==> src/rtl/pipeline_ctrl.sv <==
// Pipeline sequencer for the RV32I core: stall/flush/redirect of IF, IF_ID and ID_EX,
// plus trap entry (mepc/mcause strobe) for decode exceptions, interrupts and WFI wake-up.
module pipeline_ctrl #(
    parameter logic [31:0] RESET_PC = 32'h0000_0000,
    parameter logic [31:0] IRQ_CODE = 32'd11
) (
    input  logic        clk,
    input  logic        rst,
    input  logic        id_valid,
    input  logic [31:0] instruction_addr_id,
    input  logic [4:0]  reg1_raddr,
    input  logic [4:0]  reg2_raddr,
    input  logic        exception_raise_id,
    input  logic [3:0]  exception_code_id,
    input  logic        reg_wen_ex,
    input  logic [4:0]  rd_ex,
    input  logic        ram_load_access_ex,
    input  logic        jump_en_ex,
    input  logic [31:0] jump_addr_ex,
    input  logic        mret_ex,
    input  logic        wfi_ex,
    input  logic [31:0] instruction_addr_ex,
    input  logic        mem_busy,
    input  logic        irq_pending,
    input  logic        mstatus_mie,
    input  logic [31:0] mtvec,
    input  logic [31:0] mepc,
    output logic        stall_if,
    output logic        flush_if,
    output logic        flush_id,
    output logic        pc_redirect_en,
    output logic [31:0] pc_redirect_addr,
    output logic        trap_en,
    output logic [31:0] trap_mepc,
    output logic [31:0] trap_mcause
);

    typedef enum logic [1:0] {
        RUN,
        TRAP_DRAIN,
        TRAP_ENTER,
        WFI_SLEEP
    } state_t;

    state_t      state, state_next;
    logic [31:0] pending_pc, pending_pc_next;
    logic [31:0] pending_cause, pending_cause_next;
    logic [31:0] irq_cause;
    logic        load_use;
    logic        irq_take;
    logic        unused_bits;

    assign irq_cause   = {1'b1, 27'b0, IRQ_CODE[3:0]};
    assign irq_take    = irq_pending & mstatus_mie;
    assign unused_bits = ^mtvec[1:0];

    // rs2 is compared even when the instruction has no rs2; a false match just costs a stall.
    assign load_use = ram_load_access_ex & reg_wen_ex & (rd_ex != 5'd0) &
                      ((rd_ex == reg1_raddr) | (rd_ex == reg2_raddr));

    always_ff @(posedge clk) begin
        if (rst) begin
            state         <= RUN;
            pending_pc    <= '0;
            pending_cause <= '0;
        end else begin
            state         <= state_next;
            pending_pc    <= pending_pc_next;
            pending_cause <= pending_cause_next;
        end
    end

    always_comb begin
        state_next         = state;
        pending_pc_next    = pending_pc;
        pending_cause_next = pending_cause;
        stall_if           = 1'b0;
        flush_if           = 1'b0;
        flush_id           = 1'b0;
        pc_redirect_en     = 1'b0;
        pc_redirect_addr   = '0;
        trap_en            = 1'b0;
        trap_mepc          = '0;
        trap_mcause        = '0;

        if (rst) begin
            state_next       = RUN;
            pc_redirect_en   = 1'b1;
            pc_redirect_addr = RESET_PC;
        end else begin
            unique case (state)
                RUN: begin
                    if (jump_en_ex) begin
                        pc_redirect_en   = 1'b1;
                        pc_redirect_addr = jump_addr_ex;
                        flush_if         = 1'b1;
                        flush_id         = 1'b1;
                    end else if (mret_ex) begin
                        pc_redirect_en   = 1'b1;
                        pc_redirect_addr = mepc;
                        flush_if         = 1'b1;
                        flush_id         = 1'b1;
                    end else if (wfi_ex) begin
                        stall_if        = 1'b1;
                        flush_id        = 1'b1;
                        pending_pc_next = instruction_addr_ex + 32'd4;
                        state_next      = WFI_SLEEP;
                    end else if (id_valid & exception_raise_id) begin
                        stall_if           = 1'b1;
                        flush_id           = 1'b1;
                        pending_pc_next    = instruction_addr_id;
                        pending_cause_next = {28'b0, exception_code_id};
                        state_next         = TRAP_DRAIN;
                    end else if (id_valid & irq_take) begin
                        stall_if           = 1'b1;
                        flush_id           = 1'b1;
                        pending_pc_next    = instruction_addr_id;
                        pending_cause_next = irq_cause;
                        state_next         = TRAP_DRAIN;
                    end else if (load_use) begin
                        stall_if = 1'b1;
                        flush_id = 1'b1;
                    end
                end

                TRAP_DRAIN: begin
                    stall_if = 1'b1;
                    flush_id = 1'b1;
                    if (!mem_busy) begin
                        state_next = TRAP_ENTER;
                    end
                end

                TRAP_ENTER: begin
                    trap_en          = 1'b1;
                    trap_mepc        = pending_pc;
                    trap_mcause      = pending_cause;
                    pc_redirect_en   = 1'b1;
                    pc_redirect_addr = {mtvec[31:2], 2'b00};
                    flush_if         = 1'b1;
                    flush_id         = 1'b1;
                    state_next       = RUN;
                end

                WFI_SLEEP: begin
                    stall_if = 1'b1;
                    flush_id = 1'b1;
                    // pending_pc already points past the WFI, so both wake paths resume there.
                    if (irq_take) begin
                        pending_cause_next = irq_cause;
                        state_next         = TRAP_DRAIN;
                    end else if (irq_pending) begin
                        pc_redirect_en   = 1'b1;
                        pc_redirect_addr = pending_pc;
                        flush_if         = 1'b1;
                        state_next       = RUN;
                    end
                end

                default: state_next = RUN;
            endcase
        end
    end

endmodule

==> config.mk <==
export PLATFORM = sky130hd
export DESIGN_NAME = pipeline_ctrl
export DESIGN_NICKNAME = d
export VERILOG_FILES = /design/src/rtl/pipeline_ctrl.sv
export SDC_FILE = /design/constraint.sdc
export NUM_CORES = 1
export LEC_CHECK = 0
export BUFFER_PORTS_ARGS = -buffer_cell sky130_fd_sc_hd__buf_2
export CAP_MARGIN = 20
export CORE_AREA = 2 2 113 115
export DETAILED_ROUTE_END_ITERATION = 8
export DIE_AREA = 0 0 115 117
export PLACE_DENSITY = 0.66
export SLEW_MARGIN = 25
export SYNTH_ARGS = -nofsm -noshare
export SYNTH_HDL_FRONTEND = slang
export SYNTH_SLANG_ARGS = --single-unit
==> constraint.sdc <==
create_clock -name clk -period 2.6 [get_ports clk]
set_input_delay 0 -clock clk [delete_from_list [all_inputs] [get_ports clk]]
set_output_delay 0 -clock clk [all_outputs]
set_load 0.005 [all_outputs]
; After elaboration in Yosys (flattened, before gate mapping)
; Index checks and enable logic that the tools add are counted.
[totals]
word_cells = 85
ram_bits = 0
rom_bits = 0
output_inout_bits = 101
reg_bits = 66
in_bits = 191
latchBits = 0
mem_count = 0
[op_classes]
div_mod_pow = 0
n_lt_le_gt_ge = 0
n_mul = 0
eq_ne = 13
reduce_logical = 9
n_addsub = 1
shifts = 0
bitwise = 9
muxes = 50
[ops]
columns = op, n
row1 = 32-bit two-way mux, 18
row2 = 32-bit one-hot mux with 3 select lines, 1
row3 = 32-bit one-hot mux with 2 select lines, 1
row4 = "32-bit by 3-bit adder with 32-bit output, second input constant", 1
row5 = 1-bit two-way mux, 18
row6 = 2-bit two-way mux, 8
row7 = 5-bit == test, 2
row8 = "2-bit inequality test, second input constant", 5
row9 = 2-bit one-hot mux with 4 select lines, 1
row10 = 1-bit AND, 6
row11 = "3-bit inequality test, second input constant", 2
row12 = 6-bit AND reduction, 1
row13 = 5-bit AND reduction, 1
row14 = 5-bit nonzero test, 1
row15 = "2-bit == test, second input constant", 2
row16 = "4-bit inequality test, second input constant", 1
row17 = 1-bit one-hot mux with 2 select lines, 2
row18 = 4-bit AND reduction, 1
row19 = 1-bit one-hot mux with 3 select lines, 1
row20 = 3-bit nonzero test, 1
row21 = 3-bit OR reduction, 1
row22 = "2-bit by 1-bit == test with 1-bit output, second input constant", 1
row23 = 2-bit logical NOT, 1
row24 = 1-bit inverter, 2
row25 = 3 further kinds, 3

; Depth between registers and ports, before layout
[logic_depth]
depth_word = 11
ltp_mapped = 7
ltp_nobuf = 6

; Worst setup path after synthesis
; OpenSTA, ideal clock, no wires.
[synth_path]
path_type = register -> register
start = register state[1]
end = register pending_cause[2]
t_arrival_ns = 1.699
path_slack_ns = 0.773
synth_period_minus_slack_ns = 1.827
path_stages_with_launch = 7
setup_time_ns = 0.128
required_time_ns = 2.472
path_buffers = 1
cell_sequence = dfxtp_1 > buf_6 > or4_4 > nor4b_4 > a41o_4 > a2bb2oi_1 > nor2_1
[synth_between]
elab_chain_cells = 3
word_cells_on_any_way = 10
cone_classes = 6 x eq/ne / 1 x mux / 3 x reduce/logical
[synth_rtl]
columns = element, line_no
row1 = start: declaration, 45  ; state_t state, state_next;
row2 = start signal: assignment, 67  ; state <= state_next;
row3 = 2-bit == test / 2-bit logical NOT (equally long branches), 91  ; unique case (state)
row4 = "2-bit inequality test (no source line), or another cell as far along", --
row5 = 6-bit AND reduction (no source line), --
row6 = end signal: assignment, 69  ; pending_cause <= pending_cause_next;
row7 = end: declaration, 47  ; logic [31:0] pending_cause, pending_cause_next;
; Several ways; a longest one is shown, not always the timed one.
; A chain may end at the register's enable or synchronous reset.

; Final worst setup path
[layout_path]
start = register state[0]
end = output port flush_id
[layout_between]
elab_chain_cells = 4
word_cells_on_any_way = 7
cone_classes = 3 x eq/ne / 2 x mux / 2 x reduce/logical
[layout_rtl]
columns = element, line_no
row1 = 2-bit == test / 2-bit by 1-bit == test with 1-bit output (equally long branches), 91
row2 = 3-bit OR reduction (no source line), --
row3 = 1-bit one-hot mux with 2 select lines *, 91
row4 = 1-bit two-way mux *, 86  ; if (rst) begin
row5 = end: declaration, 30  ; output logic flush_id,
; Every way passes the cells marked *; elsewhere a longest branch is shown, timed or not.

==> impl_metrics.csv <==
group,metric,value,unit
clock_network,htree_levels,2,
critical_path,r2r-end,"pending_pc[24]",
drt,drt_iter0_markers,295,
placement,dp.cells,922,
floorplan,core,12310,sq um
outcome,outcome,"finished, final reports clean",
synth,netlist_area,3881,sq um
grt,grt_pass1_vias,4293,
synth,synth_cell_types,54,
clock_network,ctsResizeCount,0,
clock_network,cts.repair_timing.setup_buffer_count,0,
final_layout,fin_util,43.60,%
final_layout,instances_no_fill,935,
synth,synthCells,545,
timing,fin_skew,0.002799,ns
timing,hold_viol,0,
timing,fin_crit_sh,81.28,%
critical_path,cpPeakStageDelay,0.69,ns
timing,worstMarginPinSlew,0.7154,ns
floorplan,initial_core_util,31.52,%
floorplan,rows,41,
critical_path,worstSetupPathType,"flop to output port",
floorplan,die_w,115,microns
timing,grt_setup_unrepaired,"no",
grt,grt_max_degree,39,
timing,drv_slew,0,
timing,fin_crit,2.113,ns
timing,fmax,473.2,MHz
synth,synth-seq-cells,39,
clock_network,clk_pin_slew,0.06,ns
grt,antenna_found_initial,1,
timing,timing.setup.tns,0,ns
power,power_density,344.5,nW/um^2
placement,globalplace.congestion,0.8695,
power,peakVddDrop,0.0002558,V
synth,synth-edff-count,0,
placement,dpl.hpwl,12.52,mm
grt,grt_usage,21.13,%
synth,synth_area_leaders,"dfxtp_1 (20%), nor2_1 (7.8%), a22oi_1 (7.2%), a221oi_1 (6.8%), and2_1 (6.1%)",
critical_path,critPathMaxFanout,11,
synth,ys_async_sr_fraction,0,%
timing,relSlewSlack,52.31,%
critical_path,cp.arrival,2.11,ns
clock_network,cts_buffers,5,
synth,synth_seq_area_share,20.12,%
synth,postSynthAreaPerCell,7.122,sq um
clock_network,cts_root_buf,"clkbuf_16",
drt,wl,15.30,mm
synth,synth_largest_area_cell,"dfxtp_1",
grt,grt_overflow,0,
drt,post_drt_wl_per_cell,16.36,microns
drt,dr.pass1.iters,4,
critical_path,r2r_slack,0.52,ns
synth,synth_flop_cell,"dfxtp_1",
placement,port_buffers,262,
critical_path,start_kind,"flop",
drt,via_per_inst,5.297,
floorplan,fp.dieH,117,microns
timing,finalSetupViolCount,0,
floorplan,die-area,13460,sq um
hold_path,hold_depth,3,
synth,yosys_warnings,0,
critical_path,cp.required,2.60,ns
clock_network,hold_buffers,4,
final_layout,mostFrequentLayoutCell,"buf_2",
hold_path,hold_end,"pending_pc[22]",
hold_path,hold_path.class,"input port to flop",
clock_network,cts_tree,"yes",
critical_path,r2r_start,"state[0]",
critical_path,path_cells,"or4_4 > a2111oi_0 > nor2_1 > buf_2",
hold_path,hold_path.startpoint,"instruction_addr_id[22]",
synth,yosys.area.top_type_share,20.12,%
job,maxCapViolations,0,
floorplan,io-pin-count,292,
critical_path,ff2ff_path_depth,4,
drt,drcViolationCount,0,
clock_network,insertion_delay,0.28,ns
drt,ant_nets,0,
final_layout,layout_common_cells,"buf_2 (262), nor2_1 (79), dfxtp_1 (39), and2_1 (38), a22oi_1 (37)",
clock_network,cts.sinks,39,
final_layout,drive_above_1_share,37.24,%
drt,vias,4953,
final_layout,num-nets-final,975,
grt,grt_pass1_wl,22.60,mm
power,p_leak,2.530,nW
final_layout,syn_to_final_growth,38.30,%
clock_network,clockBufferDepth,2,
critical_path,cp_slowest_cell,"or4_4",
critical_path,cp-end-kind,"output port",
[cells by family after synthesis]
group / count (synthesis) / share of synthesized area (%)
mux: 6 / 1.547
flops: 39 / 20.12
xor+xnor: 30 / 6.770
buf+inv: 78 / 10.61
compound gates: 159 / 30.14
other cells: 1 / 0.09662
fa+ha+maj: 1 / 0.3223
simple gates: 231 / 30.40
[worst max-delay path: cells and delay by family, from the launching register on]
family | cells | cell delay [ns]
buf+inv | 1 | 0.15
flops | 1 | 0.45
simple gates | 2 | 0.78
compound gates | 1 | 0.45
[how the worst max path moves through the flow]
stage	startpoint	end	slack (ns)
floorplan	state[1]	pending_cause[2]	0.77
global placement	state[0]	pending_pc[19]	0.60
detailed placement	state[0]	pending_pc[22]	0.58
CTS	state[0]	flush_id	0.47
global route	state[0]	pc_redirect_addr[9]	0.33
finish	state[0]	flush_id	0.49
[cells in the mapped netlist, types with 8 or more instances]
library cell,count
a211oi_1,8
a21oi_1,23
a221oi_1,30
a22oi_1,37
a31oi_1,8
and2_1,38
and3_1,9
buf_4,28
clkbuf_1,35
dfxtp_1,39
nand2_1,34
nand3_1,15
nand4_1,13
nor2_1,81
nor3_1,12
o22ai_1,11
xnor2_1,18
xor2_1,12
[per-stage QoR]
stage,hold WS [ns],worst slack [ns],area [sq um],total power [W]
floorplan,0.1389,0.7734,3979,0.001007
global placement,0.2528,0.6023,5187,0.001270
detailed placement,0.2546,0.5782,5187,0.001273
CTS,0.01510,0.4657,5365,0.001857
global route,0.03011,0.3292,5368,0.001957
finish,0.02101,0.4867,5368,0.001849
[power by group]
group,switching [W],internal [W],leakage [nW]
Clock,0.000229,0.000354,0.0679
Sequential,0.0000409,0.000629,0.318
Combinational,0.000315,0.000281,2.14
Total,0.000585,0.00126,2.53
[state kept, by name (all words and copies together), names as in the netlist]
register and cells:
pending_pc 32, state 2, pending_cause 5
[per-layer routing]
layer,vias up,routed length [microns],track usage (%),part of all wire (%)
li1,2447,-,-,-
met2,189,7095,35.06,46
met3,23,949,2.884,6.2
met1,2294,6858,28.50,45
met5,-,0,0,0
met4,0,395,6.747,2.6
[layout make-up]
cell class / count / area (sq um)
fillers: 1325 / 6944
clock buffers: 7 / 132.6
diodes: 1 / 2.502
inverters: 6 / 22.52
clock inverters: 1 / 5.005
well taps: 150 / 187.7
multi-input cells: 454 / 2803
repair buffers: 277 / 1434
flip-flops and latches: 39 / 780.7
Power figures use the tool's default switching activity.
